<file path="src/rtl/uart_tx_fifo.sv">
// uart_tx_fifo -- UART transmitter with an integrated TX FIFO.
//
// Words accepted on a valid/ready interface are queued in the FIFO. They are
// sent back-to-back as frames: a start bit, DATA_WIDTH data bits LSB first,
// an optional parity bit, then STOP_BITS stop bits. Each bit lasts OVERSAMPLE
// pulses of the shared sample_tick strobe.
//
// Ports:
//   clk          system clock
//   rst          synchronous, active-high reset
//   sample_tick  1-cycle strobe at OVERSAMPLE x baud
//   s_data       word to send
//   s_valid      s_data valid
//   s_ready      FIFO can accept (registered); transfer on s_valid & s_ready
//   parity_mode  00 none, 01 even, 10 odd, 11 none (latched per frame)
//   tx           serial output, idle high (registered)
//   busy         frame in progress or FIFO non-empty (registered)
//   tx_done      1-cycle pulse at the end of each frame (registered)
//   fifo_count   FIFO occupancy 0..FIFO_DEPTH (registered)
//   cts_n        clear-to-send, active low; only present when UART_TX_CTS_EN is
//                defined. Without the macro the block acts as if cts_n were 0.
module uart_tx_fifo #(
  parameter int DATA_WIDTH = 8,
  parameter int STOP_BITS  = 1,
  parameter int OVERSAMPLE = 16,
  parameter int FIFO_DEPTH = 16
) (
  input  logic                        clk,
  input  logic                        rst,
  input  logic                        sample_tick,
  input  logic [DATA_WIDTH-1:0]       s_data,
  input  logic                        s_valid,
  output logic                        s_ready,
  input  logic [1:0]                  parity_mode,
  output logic                        tx,
  output logic                        busy,
  output logic                        tx_done,
  output logic [$clog2(FIFO_DEPTH):0] fifo_count
`ifdef UART_TX_CTS_EN
  ,
  input  logic                        cts_n
`endif
);

  localparam int AW = $clog2(FIFO_DEPTH);
  localparam int CW = AW + 1;
  localparam int TW = $clog2(OVERSAMPLE);

  typedef enum logic [2:0] {IDLE, START, DATA, PARITY, STOP} state_t;

  // ---------------------------------------------------------------- FIFO
  logic [DATA_WIDTH-1:0] mem [FIFO_DEPTH];
  logic [AW-1:0]         wr_ptr_reg, rd_ptr_reg;
  logic [CW-1:0]         count_reg, count_next;
  logic                  s_ready_reg;
  logic                  push, pop;

  assign push = s_valid & s_ready_reg;

  always_comb begin
    count_next = count_reg;
    unique case ({push, pop})
      2'b10:   count_next = count_reg + CW'(1);
      2'b01:   count_next = count_reg - CW'(1);
      default: count_next = count_reg;
    endcase
  end

  always_ff @(posedge clk) begin
    if (push) mem[wr_ptr_reg] <= s_data;
  end

  // Pointers are AW bits wide, so they wrap modulo the power-of-2 depth.
  always_ff @(posedge clk) begin
    if (rst) begin
      wr_ptr_reg  <= '0;
      rd_ptr_reg  <= '0;
      count_reg   <= '0;
      s_ready_reg <= 1'b1;
    end else begin
      if (push) wr_ptr_reg <= wr_ptr_reg + AW'(1);
      if (pop)  rd_ptr_reg <= rd_ptr_reg + AW'(1);
      count_reg   <= count_next;
      s_ready_reg <= (count_next != CW'(FIFO_DEPTH));
    end
  end

  // ------------------------------------------------------ flow control
  logic cts_ok;
`ifdef UART_TX_CTS_EN
  // Two-flop synchroniser; resets to "not clear" so nothing leaves until
  // cts_n has been seen low twice.
  logic [1:0] cts_sync_reg;
  always_ff @(posedge clk) begin
    if (rst) cts_sync_reg <= 2'b11;
    else     cts_sync_reg <= {cts_sync_reg[0], cts_n};
  end
  assign cts_ok = ~cts_sync_reg[1];
`else
  assign cts_ok = 1'b1;
`endif

  // ---------------------------------------------------------------- FSM
  state_t                state_reg, state_next;
  logic [TW-1:0]         tick_reg, tick_next;
  logic [3:0]            bit_reg, bit_next;
  logic                  stop_reg, stop_next;
  logic [DATA_WIDTH-1:0] shift_reg, shift_next;
  logic                  par_en_reg, par_en_next;
  logic                  par_bit_reg, par_bit_next;
  logic                  tx_reg, tx_next;
  logic                  done_reg, done_next;
  logic                  busy_reg;
  logic                  bit_end, can_start, load;

  assign bit_end   = sample_tick & (tick_reg == TW'(OVERSAMPLE - 1));
  assign can_start = (count_reg != '0) & cts_ok;

  always_comb begin
    state_next   = state_reg;
    tick_next    = tick_reg;
    bit_next     = bit_reg;
    stop_next    = stop_reg;
    shift_next   = shift_reg;
    par_en_next  = par_en_reg;
    par_bit_next = par_bit_reg;
    done_next    = 1'b0;
    load         = 1'b0;
    pop          = 1'b0;
    tx_next      = 1'b1;

    if (state_reg != IDLE) begin
      if (bit_end)          tick_next = '0;
      else if (sample_tick) tick_next = tick_reg + TW'(1);
    end

    unique case (state_reg)
      IDLE: if (can_start) load = 1'b1;
      START: if (bit_end) begin
        state_next = DATA;
        bit_next   = '0;
      end
      DATA: if (bit_end) begin
        shift_next = shift_reg >> 1;
        if (bit_reg == 4'(DATA_WIDTH - 1)) begin
          state_next = par_en_reg ? PARITY : STOP;
          stop_next  = 1'b0;
        end else begin
          bit_next = bit_reg + 4'd1;
        end
      end
      PARITY: if (bit_end) begin
        state_next = STOP;
        stop_next  = 1'b0;
      end
      STOP: if (bit_end) begin
        if (stop_reg == 1'(STOP_BITS - 1)) begin
          done_next = 1'b1;
          // Chain straight into the next start bit when a word is waiting.
          if (can_start) load = 1'b1;
          else           state_next = IDLE;
        end else begin
          stop_next = 1'b1;
        end
      end
      default: state_next = IDLE;
    endcase

    // Pop the head and freeze its parity setting for the whole frame.
    if (load) begin
      pop          = 1'b1;
      state_next   = START;
      shift_next   = mem[rd_ptr_reg];
      par_en_next  = (parity_mode == 2'b01) | (parity_mode == 2'b10);
      par_bit_next = (parity_mode == 2'b10) ? ~^mem[rd_ptr_reg] : ^mem[rd_ptr_reg];
      tick_next    = '0;
      bit_next     = '0;
      stop_next    = 1'b0;
    end

    // tx is registered: drive the level belonging to the next state.
    unique case (state_next)
      START:   tx_next = 1'b0;
      DATA:    tx_next = shift_next[0];
      PARITY:  tx_next = par_bit_next;
      default: tx_next = 1'b1;
    endcase
  end

  always_ff @(posedge clk) begin
    if (rst) begin
      state_reg   <= IDLE;
      tick_reg    <= '0;
      bit_reg     <= '0;
      stop_reg    <= 1'b0;
      shift_reg   <= '0;
      par_en_reg  <= 1'b0;
      par_bit_reg <= 1'b0;
      tx_reg      <= 1'b1;
      done_reg    <= 1'b0;
      busy_reg    <= 1'b0;
    end else begin
      state_reg   <= state_next;
      tick_reg    <= tick_next;
      bit_reg     <= bit_next;
      stop_reg    <= stop_next;
      shift_reg   <= shift_next;
      par_en_reg  <= par_en_next;
      par_bit_reg <= par_bit_next;
      tx_reg      <= tx_next;
      done_reg    <= done_next;
      busy_reg    <= (state_next != IDLE) | (count_next != '0);
    end
  end

  assign s_ready    = s_ready_reg;
  assign tx         = tx_reg;
  assign tx_done    = done_reg;
  assign busy       = busy_reg;
  assign fifo_count = count_reg;

endmodule

</file>
<file path="config.mk">
export PLATFORM = sky130hd
export DESIGN_NAME = uart_tx_fifo
export DESIGN_NICKNAME = d
export VERILOG_FILES = /design/src/rtl/uart_tx_fifo.sv
export SDC_FILE = /design/constraint.sdc
export NUM_CORES = 1
export LEC_CHECK = 0
export CAP_MARGIN = 15
export CORE_ASPECT_RATIO = 1.5
export CORE_MARGIN = 3
export CORE_UTILIZATION = 54
export CTS_CLUSTER_DIAMETER = 80
export CTS_CLUSTER_SIZE = 24
export DETAILED_ROUTE_END_ITERATION = 10
export MAX_ROUTING_LAYER = met4
export PLACE_DENSITY = 0.82
export SLEW_MARGIN = 10
export SYNTH_ARGS = -nofsm -noshare
export SYNTH_HDL_FRONTEND = slang
export SYNTH_SLANG_ARGS = --single-unit
export TNS_END_PERCENT = 100
</file>
<file path="constraint.sdc">
create_clock -name clk -period 9 [get_ports clk]
set_input_delay 0.9 -clock clk [delete_from_list [all_inputs] [get_ports clk]]
set_output_delay 0.9 -clock clk [all_outputs]
set_load 0.02 [all_outputs]
</file>
======== Word-level counts from Yosys, hierarchy flattened ========
Memories as Yosys holds them, arrays and structs flattened. A register that Yosys moved wholly into a read port is not among the register bits.
Index checks and enable logic that the tools add are counted.
Widths: inputs -> output; s select.
word-level totals
  register bits after elaboration ......... 39
  latch bits .............................. 0
  memory bits (writable) .................. 128
  ROM bits ................................ 0
  bits of input ports ..................... 14
  output and inout bits ................... 9
  word-level logic and storage cells ...... 105
  memories ................................ 1
cells by class
  add/subtract/negate cells ............... 6
  multiply operators ...................... 0
  divide/modulo/power cells ............... 0
  $lt $le $gt $ge ......................... 0
  equal/unequal tests ..................... 20
  shift operators ......................... 0
  muxes and demuxes ....................... 39
  bitwise operators ....................... 6
  reduce and logical (&&, ||, !) cells .... 18
memory list
  memory  depth  bits a word  read ports  clocked after memory_dff  write ports  RTL line  source
  mem     16     8            1           1                         1            52        logic [DATA_WIDTH-1:0] mem [FIFO_DEPTH];
operators by type and width
  operator             count
  $mux 4               7
  $mux 3               9
  $mux 8               3
  $add 4x1->4 const B  4
  $pmux 3 s5           1
  $mux 1               14
  $eq 3x2->1 const B   4
  $ne 2x2->1 const B   6
  $pmux 5 s2           1
  $reduce_bool 5->1    2
  $reduce_bool 3->1    3
  $pmux 4 s2           1
  $reduce_bool 2->1    4
  $reduce_xnor 8->1    1
  $reduce_xor 8->1     1
  $eq 3x1->1 const B   2
  $pmux 1 s3           2
  $add 5x1->5 const B  1
  $ne 5x5->1 const B   1
  $reduce_and 5->1     1
  $sub 5x1->5 const B  1
  $eq 2x1->1 const B   2
  $eq 2x2->1 const B   2
  $eq 4x3->1 const B   1
  other kinds (11)     15

======== Depth between registers and ports, before layout ========
Gate-level depths: netlist of the first run.
  depth after elaboration ................. 10
  gate-level depth with buffers ........... 14
  mapped depth without buffers ............ 14

======== Least setup slack after synthesis of the first run ========
OpenSTA, ideal clock, no wires.
  path type ............................... input -> register
  start point ............................. input sample_tick
  end point ............................... register s_ready_reg (netlist: s_ready)
  setup time .............................. 0.131 ns
  arrival time ............................ 2.975 ns
  data required time ...................... 8.869 ns
  setup slack ............................. 5.894 ns
  stages .................................. 12
  path buffers ............................ 1
  cells stage by stage .................... and4_1 o221ai_2 inv_2 buf_4 ha_1 a21oi_1 nand3_1 or4_1 a31oi_1 xnor2_1 nor2_1 nand3_1
on the way
  cells in the longest elaborated chain, start to end .. 7
  elaborated cells between the ends (all ways) .. 8
  those cells by class .................... 3 x eq/ne; 4 x mux; 1 x bitwise
ends and longest elaborated chain
  item                                             RTL line  source
  from (decl)                                      30        input logic sample_tick,
  $and 1x1->1 (*)                                  116       assign bit_end = sample_tick & (tick_reg == TW'(OVERSAMPLE - 1));
  $mux 1 (*)                                       156       STOP: if (bit_end) begin
  $pmux 1 s2 (*)                                   137       unique case (state_reg)
  $mux 1 (*)                                       170       if (load) begin
  $eq 2x1->1 / $eq 2x2->1 (equally long branches)  62        unique case ({push, pop})
  $pmux 5 s2 (*)                                   62
  $ne 5x5->1 (*)                                   84        s_ready_reg <= (count_next != CW'(FIFO_DEPTH));
  to (signal assigned)                             84
  to (decl)                                        55        logic s_ready_reg;
Mark *: on every way between the ends. The rest lies on a longest branch, timed or not.
A chain may end at the register's enable or synchronous reset.

======== Final worst setup path of the first run ========
Same ends and word-level chain as after synthesis.

==> results of run 1 <==
[routing by layer]
metal,vias to the layer above,global-route usage [%],routed length [um]
met5,-,-,0
met4,0,8.13,382
met3,37,3.65,519
met2,140,35.6,7520
met1,1959,23.9,5220
li1,1805,-,-
[metrics by stage]
step / hold slack (ps) / cell area, um2
global route: 499 / 7920
floorplan: 438 / 7050
detailed placement: 468 / 7380
global placement: 459 / 7380
finish: 483 / 7920
CTS: 481 / 7920
[power by group through the flow]
stage	Sequential (mW)	Combinational, mW	Clock, mW
after global routing	0.984	0.741	0.707
after global placement	0.987	0.652	0
after floorplan	0.969	0.555	0
after detailed placement	0.992	0.671	0
after CTS	0.976	0.681	0.672
final	0.976	0.677	0.665
[critical path: stages]
cell and delay [ps]:
clkdlybuf4s50_1 430, and4_1 270, o221ai_2 780, inv_2 260, nand2_1 210, xnor2_1 80, ha_1 200, a21oi_1 250
nand3_1 120, or4_1 410, a31oi_1 230, xnor2_1 110, nor2_1 130, nand3_1 90
[cells in the final DEF (no fill, tap or decap), types with 10 or more instances in the layout]
| cell type | n |
|---|---|
| clkdlybuf4s50_1 | 22 |
| mux2i_1 | 10 |
| dfxtp_1 | 40 |
| nor2_1 | 59 |
| xnor2_1 | 10 |
| ha_1 | 10 |
| nand2_1 | 29 |
| edfxtp_1 | 128 |
| mux4_2 | 36 |
| clkbuf_16 | 17 |
| xor2_1 | 10 |
[cells in the mapped netlist (2+ instances only)]
master    instances  share of area [%]
a211oi_1          8               0.85
inv_1             4               0.21
xnor2_2           2               0.46
mux4_2           36                 12
xnor2_1          10                1.2
dfxtp_1          42                 12
a21boi_0          2               0.21
a22oi_1           7               0.75
nand3_1           9               0.64
o21ai_1           2               0.14
edfxtp_1        128                 55
buf_6             3               0.48
clkbuf_1         14               0.75
mux2i_1          10                1.4
ha_1             10                1.8
inv_2             3               0.16
nand3b_1          4               0.43
a31oi_1           2               0.18
nor2_1           59                3.1
nor4_1            2               0.18
buf_1             3               0.16
xor2_1           10                1.2
a41oi_1           2               0.25
buf_2             2               0.14
a21oi_1           9               0.64
o21ai_0           7               0.50
nor2b_1           6               0.53
nand2b_1          3               0.27
nand4_1           7               0.62
nand2_1          29                1.5
nor3_1            8               0.57
and2_1            2               0.18
[kinds of logic after synthesis]
| group | Yosys count |
|---|---|
| compound gates | 47 |
| buf+inv | 31 |
| mux | 46 |
| fa+ha+maj | 10 |
| xor+xnor | 23 |
| simple gates | 134 |
| flops | 170 |
[cell type report]
class	count	area, um2	area share (%)
Inverter	7	26.3	0.332
Sequential cell	170	4690	59.2
Tap cell	156	195	2.46
Clock buffer	19	433	5.47
Clock inverter	12	104	1.31
Timing Repair Buffer	29	273	3.44
Multi-Input combinational cell	260	2200	27.8
[how the worst max path moves through the flow]
stage,end,from,slack (ps)
finish,s_ready,sample_tick,4830
global route,s_ready,sample_tick,4620
CTS,s_ready,sample_tick,4880
detailed placement,s_ready,sample_tick,4450
global placement,s_ready,sample_tick,4650
floorplan,s_ready,sample_tick,5890
==> reports/metrics.yaml, run 1 <==
outcome: "completed"
seq_area_frac_synth_pct: 66.5
finalCritPeriodShare_pct: 46.3
post_cts.repair.setup_buffers: 0
synth_top_family_by_area: "multiplexers"
rows: 50
antenna_left: 0
endpoint_kind: "register"
hp-class: "register to register"
p_per_area_mw_per_mm2: 293
switching_share_pct: 30.6
core_mm2: 0.0126
final_cells: 653
final-setup-viol-count: 0
synth_top_flop_cell: "edfxtp_1"
required_ps: 9290
max-vdd-ir-drop_uv: 173
p_int_mw: 1.61
setup_slack_ps: 4830
worstHoldStart: "par_bit_reg"
hold_viol_final: 0
r2r_slack_ps: 5040
tns_ps: 0
vias_per_cell: 6.04
die_width_um: 99.3
synth-simple-area-share_pct: 8.72
rsz0062_at_grt: "false"
area_growth_pct: 12.4
crit_arrival_ps: 4460
min_period_ps: 4170
crit_type: "input pin to register"
ys_warn_count: 0
p_comb_share_pct: 29.2
worst_pin_slew_ps: 996
cts_sinks: 170
grt_pass1_vias: 4039
syn_area_mm2: 0.00705
hold-path-endpoint: "par_bit_reg"
grt_start_max_net_pins: 35
place_ws_ps: 4450
nNetsFinal: 509
synth_compound_area_share_pct: 4.55
grt_pass1_wl_um: 22000
firstDrtPassIters: 5
die-area_mm2: 0.0145
io_pins: 23
async_reset_ff_share_pct: 0
place_inst: 622
overflow: 0
cts-resized-gates: 0
clock_latency_ps: 410
grt_usage_pct: 20.7
p_leak_nw: 2.56
synthXorXnorAreaFrac_pct: 3.27
cts_buffer_depth: 2
drive_above_1_share_pct: 16.3
drv_slew: 0
final_util_pct: 62.7
switchingPower_uw: 710
cp_max_fo: 24
wire_per_inst_um: 20.9
synth_fa_ha_area_share_pct: 1.78
drt_iter0_drc: 354
clkTransAtPathRegs_ps: 60
rr_worst_depth: 13
muxShareOfSynthArea_pct: 12.9
cts_tree: "done"
clkPwrFrac_pct: 28.7
seqPwrFrac_pct: 42.1
insertedDiodeCount: 0
cap_viol_max_count: 0
finalClockSkew_ps: 4.79
cts_buffers: 17
largest_reg_flops: 128
gp_congestion: 0.831
port_buffers: 22
ys_ff_latch: 170
r2r-end: "s_ready"
relSlewSlack_pct: 33.6
dp_hpwl_um: 8640
synth.avg_cell_area_um2: 15.3
die_h_um: 146
ctsHoldBuffers: 0
power_mw: 2.32
max_freq_mhz: 240
routed_wl_um: 13600
holdPathStages: 2
synthesis.nets: 485
cts-root-buf: "clkbuf_16"
via_count: 3941
final.fill_count: 885
ys_types: 48
startpoint_type: "input pin"
htree_num_levels: 4
synth-edff-count: 128
drc: 0
r2r-start: "fifo_count[1]"
syn_inst: 461
start_util_pct: 55.8
antenna_found_initial: 0
(Power assumes the default switching activity.)
==> run 2, diff against run 1 <==
- PLACE_DENSITY: 0.82 -> 0.84
- clock period: 9 -> 3.35 ns (I/O delays scaled with it)
==> reports/metrics.yaml, run 2 (synthesis results as in run 1) <==
cpPeakStageDelay_ps: 410  # -370 ps
routed_wl_um: 14200  # +4.1%
tns_ps: 0  # unchanged
p_per_area_mw_per_mm2: 805  # +180%
nNetsFinal: 521  # +2.4%
antenna_found_initial: 0  # unchanged
switching_share_pct: 31.6  # +1.0 points
multi_input_area_mm2: 0.00220  # unchanged
drt_iter0_drc: 276  # -22%
port_buffers: 22  # unchanged
switchingPower_mw: 2.06  # +190%
antenna_left: 0  # unchanged
finalCritPeriodShare_pct: 91.5
rows: 50  # unchanged
grt_pass1_wl_um: 22800  # +3.8%
via_count: 4002  # +1.5%
endpoint_kind: "register"
post_cts.repair.setup_buffers: 0  # unchanged
cp_max_fo: 5  # -79%
grt_pass1_vias: 4253  # +5.3%
cts_tree: "done"
p_comb_share_pct: 30.9  # +1.7 points
hold_viol_final: 0  # unchanged
htree_num_levels: 4  # unchanged
seqPwrFrac_pct: 39.2  # -2.9 points
gp_congestion: 0.834  # +0.36%
core_mm2: 0.0126  # unchanged
p_int_mw: 4.45  # +180%
relSlewSlack_pct: 36.9  # +3.3 points
largest_reg_flops: 128  # unchanged
r2r-end: "s_ready"
outcome: "completed"
required_ps: 3640  # -5650 ps
regArea_mm2: 0.00469  # about the same
crit_start: "tick_reg[0]"
crit_type: "register to register"
cp_cell_sequence: "ha_1 -> and4_1 -> o221ai_2 -> inv_2 -> nand2_1 -> xnor2_1 -> ha_1 -> a21oi_1 -> nand3_1 -> or4_1 -> a31oi_1 -> xnor2_1 -> nor2_1 -> nand3_1"
rsz0062_at_grt: "false"
max_freq_mhz: 326
grt_start_max_net_pins: 33  # -5.7%
r2r-start: "tick_reg[0]"
drive_above_1_share_pct: 19.2  # +2.9 points
start_util_pct: 55.8  # unchanged
ctsHoldBuffers: 0  # unchanged
cts-resized-gates: 0  # unchanged
firstDrtPassIters: 5  # unchanged
cap_viol_max_count: 0  # unchanged
max-vdd-ir-drop_uv: 452  # +160%
vias_per_cell: 6.01  # -0.43%
dp_hpwl_um: 9640  # +12%
finalClockSkew_ps: 9.19  # +4.40 ps
drc: 0  # unchanged
io_pins: 23  # unchanged
worst_pin_slew_ps: 943  # -52.6 ps
clkTransAtPathRegs_ps: 70  # about the same
insertedDiodeCount: 0  # unchanged
final_cell_mix: "128 x edfxtp_1, 59 x nor2_1, 41 x dfxtp_1"
overflow: 0  # unchanged
hp-class: "register to register"
min_period_ps: 3060
cts_buffers: 17  # unchanged
crit_arrival_ps: 3360  # -1100 ps
rr_worst_depth: 14  # +1
p_leak_nw: 2.65  # +3.8%
wire_per_inst_um: 21.3  # +2.1%
crit_end: "s_ready"
r2r_slack_ps: 290  # -4750 ps
final-setup-viol-count: 0  # unchanged
final.fill_count: 865  # -2.3%
die_width_um: 99.3  # unchanged
cts_buffer_depth: 2  # unchanged
startpoint_type: "register"
die-area_mm2: 0.0145  # unchanged
worst_path_max_delay_cell: "or4_1"
die_h_um: 146  # unchanged
clock_latency_ps: 420  # about the same
cts-root-buf: "clkbuf_16"
clkPwrFrac_pct: 29.9  # +1.2 points
drv_slew: 0  # unchanged
grt_usage_pct: 21.6  # +0.91 points
area_growth_pct: 14.7
final_common_cell: "edfxtp_1"
cts_sinks: 170  # unchanged
final_util_pct: 64.0  # +1.3 points
-- run 2: cell type report --
type	instances	share of cell area, %
clock buffers	17	5.26
clock inverters	15	2.15
inverters	7	0.325
multi-input cells	260	27.2
flip-flops and latches	170	58.0
well taps	156	2.41
repair buffers	41	4.64
-- run 2: how the worst min path moves through the flow --
stage	start	end	slack [ps]	cells past startpoint
5_1_grt	par_bit_reg	par_bit_reg	510	2
3_3_place_gp	par_bit_reg	par_bit_reg	450	2
6_report	par_bit_reg	par_bit_reg	480	2
4_1_cts	par_bit_reg	par_bit_reg	480	2
3_5_place_dp	par_bit_reg	par_bit_reg	470	2
2_1_floorplan	s_data[0]	mem[0][0]	430	0
-- run 2: power groups by stage --
stage | combinational, mW | clock, mW | sequential [mW]
5_1_grt | 2.21 | 2.06 | 2.57
6_report | 2.01 | 1.94 | 2.55
3_5_place_dp | 2.00 | 0 | 2.60
2_1_floorplan | 1.49 | 0 | 2.60
4_1_cts | 2.02 | 1.97 | 2.55
3_3_place_gp | 1.91 | 0 | 2.59
-- run 2: through the flow --
step / cell area [um2] / hold WS [ps] / power [mW] / setup slack (ps) / std cells
6_report: 8080 / 477 / 6.51 / 286 / 666
5_1_grt: 8080 / 513 / 6.84 / 48.4 / 666
4_1_cts: 8080 / 481 / 6.54 / 318 / 666
3_3_place_gp: 7480 / 452 / 4.50 / 282 / 634
3_5_place_dp: 7480 / 471 / 4.60 / 86.4 / 634
2_1_floorplan: 7050 / 434 / 4.09 / 339 / 461
-- run 2: critical path: cells and delay by family, from the launching register on --
family | cells | cell delay (ps)
adder cells (fa/ha/maj) | 2 | 400
XOR/XNOR | 2 | 250
buffers and inverters | 1 | 110
AO/OA/AOI/OAI | 3 | 610
flip-flops | 1 | 380
AND/OR/NAND/NOR | 6 | 1170
-- run 2: per-layer routing --
| metal | GRT usage (%) | share of wire (%) | vias to the layer above |
|---|---|---|---|
| li1 | - | - | 1828 |
| met1 | 24.2 | 37 | 2029 |
| met2 | 37.1 | 56 | 114 |
| met3 | 3.50 | 3.4 | 31 |
| met4 | 10.8 | 3.4 | 0 |
| met5 | - | 0 | - |
==> run 3, diff against run 2 <==
- GPL_ROUTABILITY_DRIVEN: not set -> 0
- SLEW_MARGIN: 10 -> not set
==> results of run 3 <==
Final layout, timing and power as in run 2 (identical DEF).
